`src/rtl/coeff_load_sequencer_if.sv`:
```
// -----------------------------------------------------------------------------
// coeff_load_sequencer_if
// Handshake bundle between the coefficient-load sequencer, the bus-side
// coefficient register block and the FIR datapath controller.
//   master : the sequencer (drives strobes, samples flag/modwait)
//   slave  : the environment (register block + FIR controller)
// -----------------------------------------------------------------------------
interface coeff_load_sequencer_if;
    logic       new_coefficient_set;  // register block: new set written
    logic       modwait;              // FIR controller busy
    logic       load_coeff;           // strobe: latch selected coefficient
    logic [1:0] coefficient_num;      // coefficient register mux select
    logic       clear_new_coeff;      // pulse: clear new_coefficient_set
    logic       busy;                 // sequencer not idle
    logic       load_err;             // modwait timeout seen

    modport master (
        input  new_coefficient_set,
        input  modwait,
        output load_coeff,
        output coefficient_num,
        output clear_new_coeff,
        output busy,
        output load_err
    );

    modport slave (
        output new_coefficient_set,
        output modwait,
        input  load_coeff,
        input  coefficient_num,
        input  clear_new_coeff,
        input  busy,
        input  load_err
    );
endinterface

```
`src/rtl/coeff_load_sequencer.sv`:
```
// -----------------------------------------------------------------------------
// coeff_load_sequencer
// Walks the FIR controller through loading coefficients F0..F3: one
// load_coeff strobe per coefficient, waiting for modwait to drop between
// strobes, then a single clear_new_coeff pulse back to the register block.
//
// All outputs are registered and are a pure function of the registered
// state, so no input reaches an output combinationally.
//
// Optional build macro COEFF_LOAD_TIMEOUT_EN:
//   defined   - each WAIT state counts cycles of modwait=1; after
//               TIMEOUT_CYCLES such cycles the FSM parks in ERR (load_err=1)
//               until new_coefficient_set drops.
//   undefined - WAIT states wait indefinitely; load_err is tied low.
// -----------------------------------------------------------------------------
module coeff_load_sequencer #(
    parameter int NUM_COEFFS     = 4,
    parameter int TIMEOUT_CYCLES = 16
) (
    input  logic                    clk,
    input  logic                    rst,
    coeff_load_sequencer_if.master  bus
);

    // The state encoding and the 2-bit coefficient index assume a fixed set
    // of four coefficients; the timeout counter is 8 bits wide.
    if (NUM_COEFFS != 4 || TIMEOUT_CYCLES < 1 || TIMEOUT_CYCLES > 255) begin : g_bad_params
        $error("coeff_load_sequencer: NUM_COEFFS must be 4 and TIMEOUT_CYCLES 1..255");
    end

    typedef enum logic [3:0] {
        ST_IDLE,
        ST_LOAD0,
        ST_WAIT0,
        ST_LOAD1,
        ST_WAIT1,
        ST_LOAD2,
        ST_WAIT2,
        ST_LOAD3,
        ST_WAIT3,
        ST_DONE,
        ST_ERR
    } state_t;

    state_t     r_state;
    state_t     w_next_state;
    logic       r_load_coeff;
    logic [1:0] r_coeff_num;
    logic       r_clear_new_coeff;
    logic       r_busy;
    logic       w_timeout;

    // ---------------------------------------------------------------------
    // State decode helpers, shared by next-state and output logic
    // ---------------------------------------------------------------------
    function automatic logic f_is_load(input state_t s);
        return (s == ST_LOAD0) || (s == ST_LOAD1) ||
               (s == ST_LOAD2) || (s == ST_LOAD3);
    endfunction

    function automatic logic f_is_wait(input state_t s);
        return (s == ST_WAIT0) || (s == ST_WAIT1) ||
               (s == ST_WAIT2) || (s == ST_WAIT3);
    endfunction

    // Coefficient index presented to the mux: held through LOADn/WAITn and
    // left at 3 in DONE so the last coefficient stays selected.
    function automatic logic [1:0] f_coeff_num(input state_t s);
        logic [1:0] num;
        num = 2'd0;
        case (s)
            ST_LOAD1, ST_WAIT1:          num = 2'd1;
            ST_LOAD2, ST_WAIT2:          num = 2'd2;
            ST_LOAD3, ST_WAIT3, ST_DONE: num = 2'd3;
            default:                     num = 2'd0;
        endcase
        return num;
    endfunction

`ifdef COEFF_LOAD_TIMEOUT_EN
    localparam logic [7:0] LP_TIMEOUT_LAST = 8'(TIMEOUT_CYCLES - 1);

    logic [7:0] r_wait_cnt;
    logic       r_load_err;

    // Timeout fires on the cycle the counter would reach TIMEOUT_CYCLES with
    // modwait still high; >= also covers a saturated counter.
    assign w_timeout = bus.modwait && (r_wait_cnt >= LP_TIMEOUT_LAST);
`else
    assign w_timeout = 1'b0;
`endif

    // Next-state logic: start, per-coefficient handshake, clear and error exit
    always_comb begin
        // NOTE: default first so every path assigns w_next_state; without it
        // the missing branches would infer a latch.
        w_next_state = r_state;
        case (r_state)
            ST_IDLE: begin
                // Never start while a sample is in flight.
                if (bus.new_coefficient_set && !bus.modwait) begin
                    w_next_state = ST_LOAD0;
                end
            end
            ST_LOAD0: w_next_state = ST_WAIT0;
            ST_LOAD1: w_next_state = ST_WAIT1;
            ST_LOAD2: w_next_state = ST_WAIT2;
            ST_LOAD3: w_next_state = ST_WAIT3;
            ST_WAIT0: begin
                if (!bus.modwait)   w_next_state = ST_LOAD1;
                else if (w_timeout) w_next_state = ST_ERR;
            end
            ST_WAIT1: begin
                if (!bus.modwait)   w_next_state = ST_LOAD2;
                else if (w_timeout) w_next_state = ST_ERR;
            end
            ST_WAIT2: begin
                if (!bus.modwait)   w_next_state = ST_LOAD3;
                else if (w_timeout) w_next_state = ST_ERR;
            end
            ST_WAIT3: begin
                if (!bus.modwait)   w_next_state = ST_DONE;
                else if (w_timeout) w_next_state = ST_ERR;
            end
            // Flag level is re-evaluated in IDLE, so a slow clear restarts.
            ST_DONE:  w_next_state = ST_IDLE;
            ST_ERR: begin
                if (!bus.new_coefficient_set) w_next_state = ST_IDLE;
            end
            default:  w_next_state = ST_IDLE;
        endcase
    end

    // State register with outputs decoded from the next state, so each
    // registered output always matches the state it is registered alongside
    always_ff @(posedge clk or posedge rst) begin
        if (rst) begin
            r_state           <= ST_IDLE;
            r_load_coeff      <= 1'b0;
            r_coeff_num       <= 2'd0;
            r_clear_new_coeff <= 1'b0;
            r_busy            <= 1'b0;
`ifdef COEFF_LOAD_TIMEOUT_EN
            r_wait_cnt        <= 8'd0;
            r_load_err        <= 1'b0;
`endif
        end else begin
            // NOTE: non-blocking assignments so every register samples the
            // pre-edge values, independent of statement order.
            r_state           <= w_next_state;
            r_load_coeff      <= f_is_load(w_next_state);
            r_coeff_num       <= f_coeff_num(w_next_state);
            r_clear_new_coeff <= (w_next_state == ST_DONE);
            r_busy            <= (w_next_state != ST_IDLE);
`ifdef COEFF_LOAD_TIMEOUT_EN
            r_load_err        <= (w_next_state == ST_ERR);
            // LOADn always leads into WAITn, so clearing here restarts the
            // count on every WAIT entry; the count saturates at all-ones.
            if (f_is_load(r_state)) begin
                r_wait_cnt <= 8'd0;
            end else if (f_is_wait(r_state) && bus.modwait && (r_wait_cnt != 8'hFF)) begin
                r_wait_cnt <= r_wait_cnt + 8'd1;
            end
`endif
        end
    end

    assign bus.load_coeff      = r_load_coeff;
    assign bus.coefficient_num = r_coeff_num;
    assign bus.clear_new_coeff = r_clear_new_coeff;
    assign bus.busy            = r_busy;
`ifdef COEFF_LOAD_TIMEOUT_EN
    assign bus.load_err        = r_load_err;
`else
    assign bus.load_err        = 1'b0;
`endif

endmodule

```
`src/flat_wrapper.sv`:
```
// flat-port wrapper written by rule: the top's interface ports become plain ports
module coeff_load_sequencer_flat 
#(
    parameter int NUM_COEFFS     = 4,
    parameter int TIMEOUT_CYCLES = 16
)
  (clk, rst, bus_new_coefficient_set, bus_modwait, bus_load_coeff, bus_coefficient_num, bus_clear_new_coeff, bus_busy, bus_load_err);
  coeff_load_sequencer_if bus_i ();
  input  logic clk;
  input  logic rst;
  input wire logic [$bits(bus_i.new_coefficient_set)-1:0] bus_new_coefficient_set;
  input wire logic [$bits(bus_i.modwait)-1:0] bus_modwait;
  output wire logic [$bits(bus_i.load_coeff)-1:0] bus_load_coeff;
  output wire logic [$bits(bus_i.coefficient_num)-1:0] bus_coefficient_num;
  output wire logic [$bits(bus_i.clear_new_coeff)-1:0] bus_clear_new_coeff;
  output wire logic [$bits(bus_i.busy)-1:0] bus_busy;
  output wire logic [$bits(bus_i.load_err)-1:0] bus_load_err;
  assign bus_i.new_coefficient_set = bus_new_coefficient_set;
  assign bus_i.modwait = bus_modwait;
  assign bus_load_coeff = bus_i.load_coeff;
  assign bus_coefficient_num = bus_i.coefficient_num;
  assign bus_clear_new_coeff = bus_i.clear_new_coeff;
  assign bus_busy = bus_i.busy;
  assign bus_load_err = bus_i.load_err;
  coeff_load_sequencer #(.NUM_COEFFS(NUM_COEFFS), .TIMEOUT_CYCLES(TIMEOUT_CYCLES)) u_core (.clk(clk), .rst(rst), .bus(bus_i));
endmodule
```
`config.mk`:
```
export PLATFORM = sky130hd
export DESIGN_NAME = coeff_load_sequencer_flat
export DESIGN_NICKNAME = d
export VERILOG_FILES = /design/src/rtl/coeff_load_sequencer_if.sv /design/src/rtl/coeff_load_sequencer.sv /design/src/flat_wrapper.sv
export SDC_FILE = /design/constraint.sdc
export NUM_CORES = 1
export LEC_CHECK = 0
export CAP_MARGIN = 15
export CORE_AREA = 3 3 40 42
export CTS_BUF_LIST = sky130_fd_sc_hd__clkbuf_16
export DETAILED_ROUTE_END_ITERATION = 8
export DIE_AREA = 0 0 43 45
export PLACE_DENSITY = 0.56
export RECOVER_POWER = 25
export SYNTH_ARGS = -nofsm -noshare
export SYNTH_HDL_FRONTEND = slang
export SYNTH_SLANG_ARGS = --single-unit
```
`constraint.sdc`:
```
create_clock -name clk -period 2.3 [get_ports clk]
set_input_delay 0.46 -clock clk [delete_from_list [all_inputs] [get_ports clk]]
set_output_delay 0.46 -clock clk [all_outputs]
set_load 0.05 [all_outputs]
```
# [Word-level counts from Yosys, hierarchy flattened]
# Cells that the tools add are included.
[totals] latchBits=0 memories=0 rom_bits=0 output_inout_bits=6 mem_bits_rw=0 ff_bits=9
[op_classes] muxes=8 order_cmp=0 add_sub_neg=0 mul=0 n_bitwise=0 div_mod_pow=0 n_eq_ne=17 shift=0 reduce_logical=10
[op_table] op="$pmux 4 s10" n=1
[op_table] op="$eq 4x3->1 const B" n=8
[op_table] op="$mux 4" n=6
[op_table] op="$eq 4x4->1 const B" n=4
[op_table] op="$eq 4x2->1 const B" n=3
[op_table] op="$eq 4x1->1 const B" n=2
[op_table] op="$pmux 2 s3" n=1
[op_table] op="$logic_not 4->1" n=1
[op_table] op="$reduce_bool 4->1" n=1
[op_table] op="$reduce_or 2->1" n=2
[op_table] op="$logic_or 1x1->1" n=3
[op_table] op="$reduce_or 3->1" n=1
[op_table] op="$logic_and 1x1->1" n=1
[op_table] op="$logic_not 1->1" n=1

# [Longest topological paths before layout]
# Gate-level depths: netlist of run 1.
[logic_depth] ltp_word=8 depth_mapped=4

# [Worst setup path after synthesis of run 1]
# OpenSTA, ideal clock, no wires.
[synth_path] path_type="reg2reg" startpoint="register u_core.r_state[2]" endpoint="register u_core.r_coeff_num[0], in the netlist u_core.bus.coefficient_num[0]" path_stages_with_launch=4 t_arrival_ns=1.071 setup_time_ns=0.076 n_path_buf=1 synth_period_minus_slack_ns=1.147 slack_ns=1.153 path_cell_list="dfrtp_1 buf_6 or4b_4 o21ai_1"
[synth_between] elab_chain_cells=5 word_cells_on_any_way=28 classes_between="eq/ne (16); mux (8); reduce/logical (4)"
[synth_rtl] element="start, declared" line_no="coeff_load_sequencer.sv:45" source="state_t r_state;"
[synth_rtl] element="start signal, assigned" line_no="coeff_load_sequencer.sv:150" source="r_state <= w_next_state;"
[synth_rtl] element="$eq 4x4->1 (tied with other cells)" line_no="coeff_load_sequencer.sv:98" source="case (r_state)"
[synth_rtl] element="$pmux 4 s10 *" line_no="coeff_load_sequencer.sv:98"
[synth_rtl] element="$eq 4x4->1 (tied with other cells)" line_no="coeff_load_sequencer.sv:71" source="case (s)"
[synth_rtl] element="$reduce_or 3->1 or $reduce_or 2->1 (tied branches)" line_no="coeff_load_sequencer.sv:71"
[synth_rtl] element="$pmux 2 s3 *" line_no="coeff_load_sequencer.sv:71"
[synth_rtl] element="end signal, assigned" line_no="coeff_load_sequencer.sv:152" source="r_coeff_num <= f_coeff_num(w_next_state);"
[synth_rtl] element="end, declared" line_no="coeff_load_sequencer.sv:48" source="logic [1:0] r_coeff_num;"
# Every way passes the cells marked *; elsewhere a longest branch is shown, timed or not.

# [Worst setup path in the final report of run 1]
[layout_path] startpoint="register u_core.r_clear_new_coeff, in the netlist u_core.bus.clear_new_coeff" endpoint="output port bus_clear_new_coeff"
[layout_lines] element="start, declared" line_no="coeff_load_sequencer.sv:49" source="logic r_clear_new_coeff;"
[layout_lines] element="start signal, assigned" line_no="coeff_load_sequencer.sv:153" source="r_clear_new_coeff <= (w_next_state == ST_DONE);"
[layout_lines] element="end, declared" line_no="flat_wrapper.sv:15" source="output wire logic [$bits(bus_i.clear_new_coeff)-1:0] bus_clear_new_coeff;"
# No word-level cell between the ends.

==> reports/metrics.csv, run 1 <==
stage,metric,value,unit
outcome,outcome,"finished, final reports clean",
logic_synthesis,synthesis.area,431.7,µm²
layout,post-route-util,0.4499,
worst_setup_path,cpMaxStageDelayCell,clkdlybuf4s50_1,
die,ios,10,
worst_setup_path,critPathMaxFanout,1,
clocking,clockBufferDepth,2,
worst_setup_path,cp_cell_sequence,clkdlybuf4s50_1,
routing,drt-total-wl,844,µm
grt,globalRouteOverflowTotal,0,
grt,grt_pass1_vias,320,
die,fp.dieArea,0.001935,mm²
sta,finalWorstPathRequiredPeriod,1.802,ns
logic_synthesis,synth_largest_area_cell,dfrtp_1,
sta,worst_pin_slew,0.5014,ns
run,cap_viol_max_count,0,
logic_synthesis,syn_inst,43,
logic_synthesis,synth_edf_count,0,
power_and_ir_drop,power.share.switching,0.3804,
sta,setup_tns,0,ns
worst_setup_path,critPathTopFamily,buffers and inverters,
routing,route.detailed.drc,0,
routing,wl_per_cell,12.98,µm
power_and_ir_drop,power.internal,0.0005805,W
power_and_ir_drop,clockPowerShare,0.319,
power_and_ir_drop,p_per_area,1621,mW/mm²
grt,antenna_found_initial,0,
layout,antennaDiodeCount,0,
layout,nets,55,
clocking,cts_root_buf,clkbuf_16,
logic_synthesis,postSynthAreaPerCell,10.04,µm²
logic_synthesis,ys_async_sr_fraction,1.000,
logic_synthesis,synth_top_area_frac,0.5217,
logic_synthesis,synth_area_leaders,"dfrtp_1, nand2b_1, o21ai_1",
power_and_ir_drop,sequentialPowerShare,0.331,
power_and_ir_drop,leakage,0.2410,nW
logic_synthesis,synth_warnings,0,
worst_setup_path,worstSetupPathType,register to output pin,
routing,vias,338,
clocking,cts-buffers-inserted,3,
worst_setup_path,critical_path_required,1.84,ns
power_and_ir_drop,peakVddDrop,0.6098,mV
clocking,clk_latency,0.23,ns
die,rows,13,
sta,finalMaxSlewViolations,0,
routing,drt-pass1-iter-count,4,
routing,ant_nets,0,
sta,finalSetupViolations,0,
worst_setup_path,cp_data_arrival_time,1.34,ns
logic_synthesis,yosysUniqueCellTypes,24,
placed_design,placedCellCount,61,
power_and_ir_drop,combPwrFrac,0.351,
die,die_w,43,µm
placed_design,io_buffers,8,
grt,grt_usage,0.1034,
die,die_h,45,µm
power_and_ir_drop,p_sw,0.0003563,W
clocking,cts_hold_buf,0,
clocking,cts-resized-gates,0,
sta,rsz0062_at_grt,no,
worst_setup_path,max_stage_delay,0.80,ns
logic_synthesis,ys_seq_area_frac,0.5217,
clocking,clk_pin_slew_worst_paths,0.04,ns
hold_path,min_path_type,input port to asynchronous set/reset pin,
clocking,post_cts_buffers,0,
clocking,clock_sinks,9,
sta,period_share,0.7834,
clocking,cts_tree,yes,
placed_design,gp_routability_congestion,0.7917,
die,initial_core_util,0.3359,
sta,max_freq,0.5550,GHz
worst_setup_path,start_kind,register,
grt,grt_max_degree,13,
placed_design,hpwlAfterDp,589.2,µm
die,core,0.001285,mm²
layout,final_cells,65,
layout,drive_above_1_share,0.08000,
layout,nFillCells,113,
sta,setup_slack,0.4982,ns
grt,grt_pass1_wl,1380,µm
placed_design,dp_slack,0.6621,ns
logic_synthesis,synthFlopType,dfrtp_1,
routing,via_per_inst,5.200,
sta,clock-skew-final,0.002129,ns
sta,final_hold_viol_count,0,
layout,area_delta_synth_final,33.91,%
worst_setup_path,cp_num_buf_inv,1,
logic_synthesis,syn_nets,47,
sta,hold_slack,0.6258,ns
sta,max_slew_margin,0.6647,
worst_setup_path,end_kind,output pin,
logic_synthesis,ys_seq_elements,9,
clocking,htree_levels,1,
routing,drt_iter0_drc,10,
[power groups by stage]
stage	combinational (W)	clock, W	sequential (W)
finish	0.000329	0.000298	0.000310
global route	0.000354	0.000314	0.000325
CTS	0.000332	0.000301	0.000309
detailed placement	0.000329	0	0.000312
global placement	0.000322	0	0.000305
floorplan	0.000221	0	0.000347
[cell type report]
cell class / instances / area (µm²) / area share
well taps: 15 / 18.77 / 0.03247
inverters: 1 / 3.754 / 0.006494
clock buffers: 3 / 75.07 / 0.1299
clock inverters: 1 / 3.754 / 0.006494
flip-flops and latches: 9 / 225.2 / 0.3896
multi-input cells: 28 / 171.4 / 0.2965
repair buffers: 8 / 80.08 / 0.1385
[per-layer routing]
layer / track usage / wire length (µm) / vias up
li1: - / - / 159
met5: 0 / 0 / -
met4: 0.09036 / 28 / 0
met1: 0.1139 / 372 / 162
met3: 0.03586 / 56 / 4
met2: 0.1587 / 387 / 13
[metrics by stage]
step / total power, W / cell area, µm²
2_1_floorplan: 0.0005681 / 431.7
3_3_place_gp: 0.0006268 / 499.2
3_5_place_dp: 0.0006402 / 499.2
4_1_cts: 0.0009418 / 578.1
5_1_grt: 0.0009926 / 578.1
6_report: 0.0009369 / 578.1
[cell usage after synthesis, drive strengths merged (2+ instances only)]
cell and count:
buf 3, dfrtp 9, nor4 2, o21ai 4, clkbuf 2, nand2b 4
nor3 2, nand2 2, nor2 3
[flip-flops by register name, indices dropped and copies added, names as in the netlist]
register and count:
u_core.bus.clear_new_coeff 1, u_core.bus.coefficient_num 2, u_core.bus.load_coeff 1, u_core.bus.busy 1, u_core.r_state 4
[path summary, 6_finish.rpt]
path	from	endpoint	slack, ns	cells after the start
max	u_core.bus.clear_new_coeff$_DFF_PP0_	bus_clear_new_coeff	0.50	1
min	rst	u_core.bus.coefficient_num[1]$_DFF_PP0_	0.63	2
max reg2reg	u_core.r_state[1]$_DFF_PP0_	u_core.bus.coefficient_num[0]$_DFF_PP0_	1.09	2
min reg2reg	u_core.r_state[0]$_DFF_PP0_	u_core.bus.load_coeff$_DFF_PP0_	0.63	1
max in group asynchronous	rst	u_core.r_state[1]$_DFF_PP0_	1.42	2
min in group clk	u_core.r_state[0]$_DFF_PP0_	u_core.bus.load_coeff$_DFF_PP0_	0.63	1
[cells by family (layout without fill, tap and decap cells)]
| logic type | count (synthesis) | after routing | synth area share |
|---|---|---|---|
| buffers and inverters | 6 | 13 | 0.08115 |
| AO/OA/AOI/OAI | 7 | 7 | 0.09855 |
| AND/OR/NAND/NOR | 18 | 18 | 0.2493 |
| other | 1 | 1 | 0.008687 |
| flip-flops | 9 | 9 | 0.5217 |
| XOR/XNOR | 2 | 2 | 0.04059 |
[layout by cell type, fill, tap and decap left out]
cell / n
dfrtp_1: 9
clkdlybuf4s50_1: 7
nand2b_1: 4
nor2_1: 3
o21ai_1: 3
clkbuf_16: 3
nand2_1: 2
nor4_1: 2
nor3_1: 2
inv_1: 2
xnor2_1: 1
nand3_1: 1
nor2b_1: 1
o22ai_1: 1
xor2_1: 1
o21ai_0: 1
nor4b_1: 1
nor3b_1: 1
a22oi_1: 1
or4b_4: 1
a32oi_1: 1
conb_1: 1
dlygate4sd3_1: 1
Power figures use the tool's default switching activity.
==> run 2, diff against run 1 <==
--- a/config.mk
+++ b/config.mk
@@ -10,7 +10,7 @@
 export CTS_BUF_LIST = sky130_fd_sc_hd__clkbuf_16
 export DETAILED_ROUTE_END_ITERATION = 8
 export DIE_AREA = 0 0 43 45
-export PLACE_DENSITY = 0.56
+export PLACE_DENSITY = 0.58
 export RECOVER_POWER = 25
 export SYNTH_ARGS = -nofsm -noshare
 export SYNTH_HDL_FRONTEND = slang
==> constraint.sdc (replaced) <==
create_clock -name clk -period 1.6 [get_ports clk]
set_input_delay 0.32 -clock clk [delete_from_list [all_inputs] [get_ports clk]]
set_output_delay 0.32 -clock clk [all_outputs]
set_load 0.05 [all_outputs]
==> run 2 against run 1 <==
Net effect: critical path depth up 1; worst setup slack worse by 0.13 ns; worst hold slack worse by 0.14 ns; clock power up 44%; final area up 0.43%; power up 43%; clock-buffer cell count unchanged; first-iteration DRC count down 30%; non-clock buffer count up 2; register-to-register slack worse by 0.73 ns; flip-flop and latch count unchanged; via count down 2.1%.
==> reports/metrics.csv, run 2 (synthesis results as in run 1) <==
stage,metric,value,unit,change
worst_setup_path,cp_num_cells,2,,was 1
layout,antennaDiodeCount,0,,unchanged
routing,drt-pass1-iter-count,4,,unchanged
clocking,cts_hold_buf,0,,unchanged
routing,ant_nets,0,,unchanged
sta,finalMaxSlewViolations,0,,unchanged
grt,grt_max_degree,13,,unchanged
sta,setup_tns,0,ns,unchanged
die,ios,10,,unchanged
routing,wl_per_cell,12.12,µm,was 12.98 µm
layout,largest_reg_flops,4,,unchanged
outcome,outcome,"finished, final reports clean",,unchanged
routing,dr_wl_met2,401,µm,was 387 µm
grt,grt_pass1_wl,1407,µm,was 1380 µm
die,rows,13,,unchanged
power_and_ir_drop,leakage,0.2572,nW,was 0.2410 nW
grt,antenna_found_initial,0,,unchanged
layout,layout_common_cells,"dfrtp_1, buf_4, nand2b_1",,"was dfrtp_1, clkdlybuf4s50_1, nand2b_1"
worst_setup_path,start_kind,register,,unchanged
routing,vias,331,,was 338
routing,wl_met3,70,µm,was 56 µm
routing,drt_iter0_drc,7,,was 10
die,die_w,43,µm,unchanged
die,fp.dieArea,0.001935,mm²,unchanged
die,die_h,45,µm,unchanged
sta,rsz0062_at_grt,no,,unchanged
sta,period_share,0.7725,,
worst_setup_path,end_kind,register,,was output pin
layout,drive_above_1_share,0.2115,,was 0.08000
die,initial_core_util,0.3359,,unchanged
hold_path,min_path_type,input port to asynchronous set/reset pin,,unchanged
clocking,htree_levels,1,,unchanged
clocking,clock_sinks,9,,unchanged
routing,met1Wirelength,327,µm,was 372 µm
layout,layout_commonest_cell,dfrtp_1,,unchanged
worst_setup_path,cp_cell_sequence,"or4b_4, o21ai_1",,was clkdlybuf4s50_1
routing,via_per_inst,4.940,,was 5.200
clocking,post_cts_buffers,0,,unchanged
placed_design,hpwlAfterDp,589.5,µm,was 589.2 µm
layout,regMostFlops,u_core.r_state,,unchanged
clocking,clk_pin_slew_worst_paths,0.04,ns,about the same
sta,final_hold_viol_count,0,,unchanged
power_and_ir_drop,peakVddDrop,1.107,mV,was 0.6098 mV
routing,route.detailed.drc,0,,unchanged
clocking,cts-resized-gates,0,,unchanged
sta,max_freq,0.8091,GHz,
clocking,cts_root_buf,clkbuf_16,,unchanged
placed_design,io_buffers,8,,unchanged
layout,post-route-util,0.4518,,was 0.4499
layout,nets,57,,was 55
worst_setup_path,cpMaxStageDelayCell,or4b_4,,was clkdlybuf4s50_1
sta,finalSetupViolations,0,,unchanged
clocking,clk_latency,0.23,ns,about the same
sta,finalWorstPathRequiredPeriod,1.236,ns,
placed_design,gp_routability_congestion,0.7867,,was 0.7917
clocking,cts-buffers-inserted,3,,unchanged
run,cap_viol_max_count,0,,unchanged
worst_setup_path,cp_num_buf_inv,0,,was 1
routing,drt-total-wl,812,µm,was 844 µm
routing,top_layer_used,met4,,unchanged
clocking,cts_tree,yes,,unchanged
worst_setup_path,critical_path_required,1.75,ns,was 1.84 ns
power_and_ir_drop,p_per_area,2314,mW/mm²,was 1621 mW/mm²
die,core,0.001285,mm²,unchanged
grt,grt_usage,0.1061,,was 0.1034
worst_setup_path,critPathTopFamily,simple AND/OR/NAND/NOR gates,,was buffers and inverters
worst_setup_path,r2r_cells,2,,unchanged
worst_setup_path,worstSetupPathType,register to register,,was register to output pin
layout,area_delta_synth_final,34.49,%,was 33.91%
grt,grt_pass1_vias,328,,was 320
worst_setup_path,max_stage_delay,0.56,ns,was 0.80 ns
worst_setup_path,cp_data_arrival_time,1.39,ns,was 1.34 ns
clocking,clockBufferDepth,2,,unchanged
sta,clock-skew-final,0.0009446,ns,was 0.002129 ns
worst_setup_path,critPathMaxFanout,12,,was 1
grt,globalRouteOverflowTotal,0,,unchanged
==> run 2: report_power, final <==
group	total, W	switching, W	internal, W	leakage, nW
Sequential	0.000424	0.000107	0.000318	0.111
Clock	0.000428	0.000102	0.000326	0.0423
Combinational	0.000491	0.000302	0.000189	0.104
==> run 2: routing by layer <==
layer  track usage  up-vias
met4       0.05422        0
met3       0.07570        3
met5             0        -
met2        0.1617       10
met1        0.1095      155
li1              -      163
==> run 2: cell type report <==
cell class	instances	area, µm²
fill	138	704.4
tap	15	18.77
clock inverter	1	3.754
timing repair buffer	10	82.58
clock buffer	3	75.07
inverter	1	3.754
sequential	9	225.2
multi-input combinational	28	171.4
==> run 2: worst paths after layout <==
path	slack (ns)	endpoint	start
max in group asynchronous	0.87	u_core.r_state[3]$_DFF_PP0_	rst
worst max-delay path	0.36	u_core.bus.coefficient_num[1]$_DFF_PP0_	u_core.r_state[1]$_DFF_PP0_
worst min register to register	0.60	u_core.bus.load_coeff$_DFF_PP0_	u_core.r_state[0]$_DFF_PP0_
worst max register to register	0.36	u_core.bus.coefficient_num[1]$_DFF_PP0_	u_core.r_state[1]$_DFF_PP0_
worst min-delay path	0.49	u_core.bus.coefficient_num[1]$_DFF_PP0_	rst
min in group clk	0.60	u_core.bus.load_coeff$_DFF_PP0_	u_core.r_state[0]$_DFF_PP0_
==> run 2: stage by stage <==
step           cells  hold WS (ns)  instance area [µm²]  setup slack [ns]  total power (W)
5_1_grt           67        0.5208                580.6            0.3240         0.001433
3_5_place_dp      63        0.6059                501.7            0.2382        0.0009253
3_3_place_gp      63        0.5920                501.7            0.2494        0.0009156
4_1_cts           67        0.3744                580.6            0.3511         0.001363
2_1_floorplan     43        0.1479                431.7            0.4526        0.0008166
6_report          67        0.4887                580.6            0.3641         0.001344
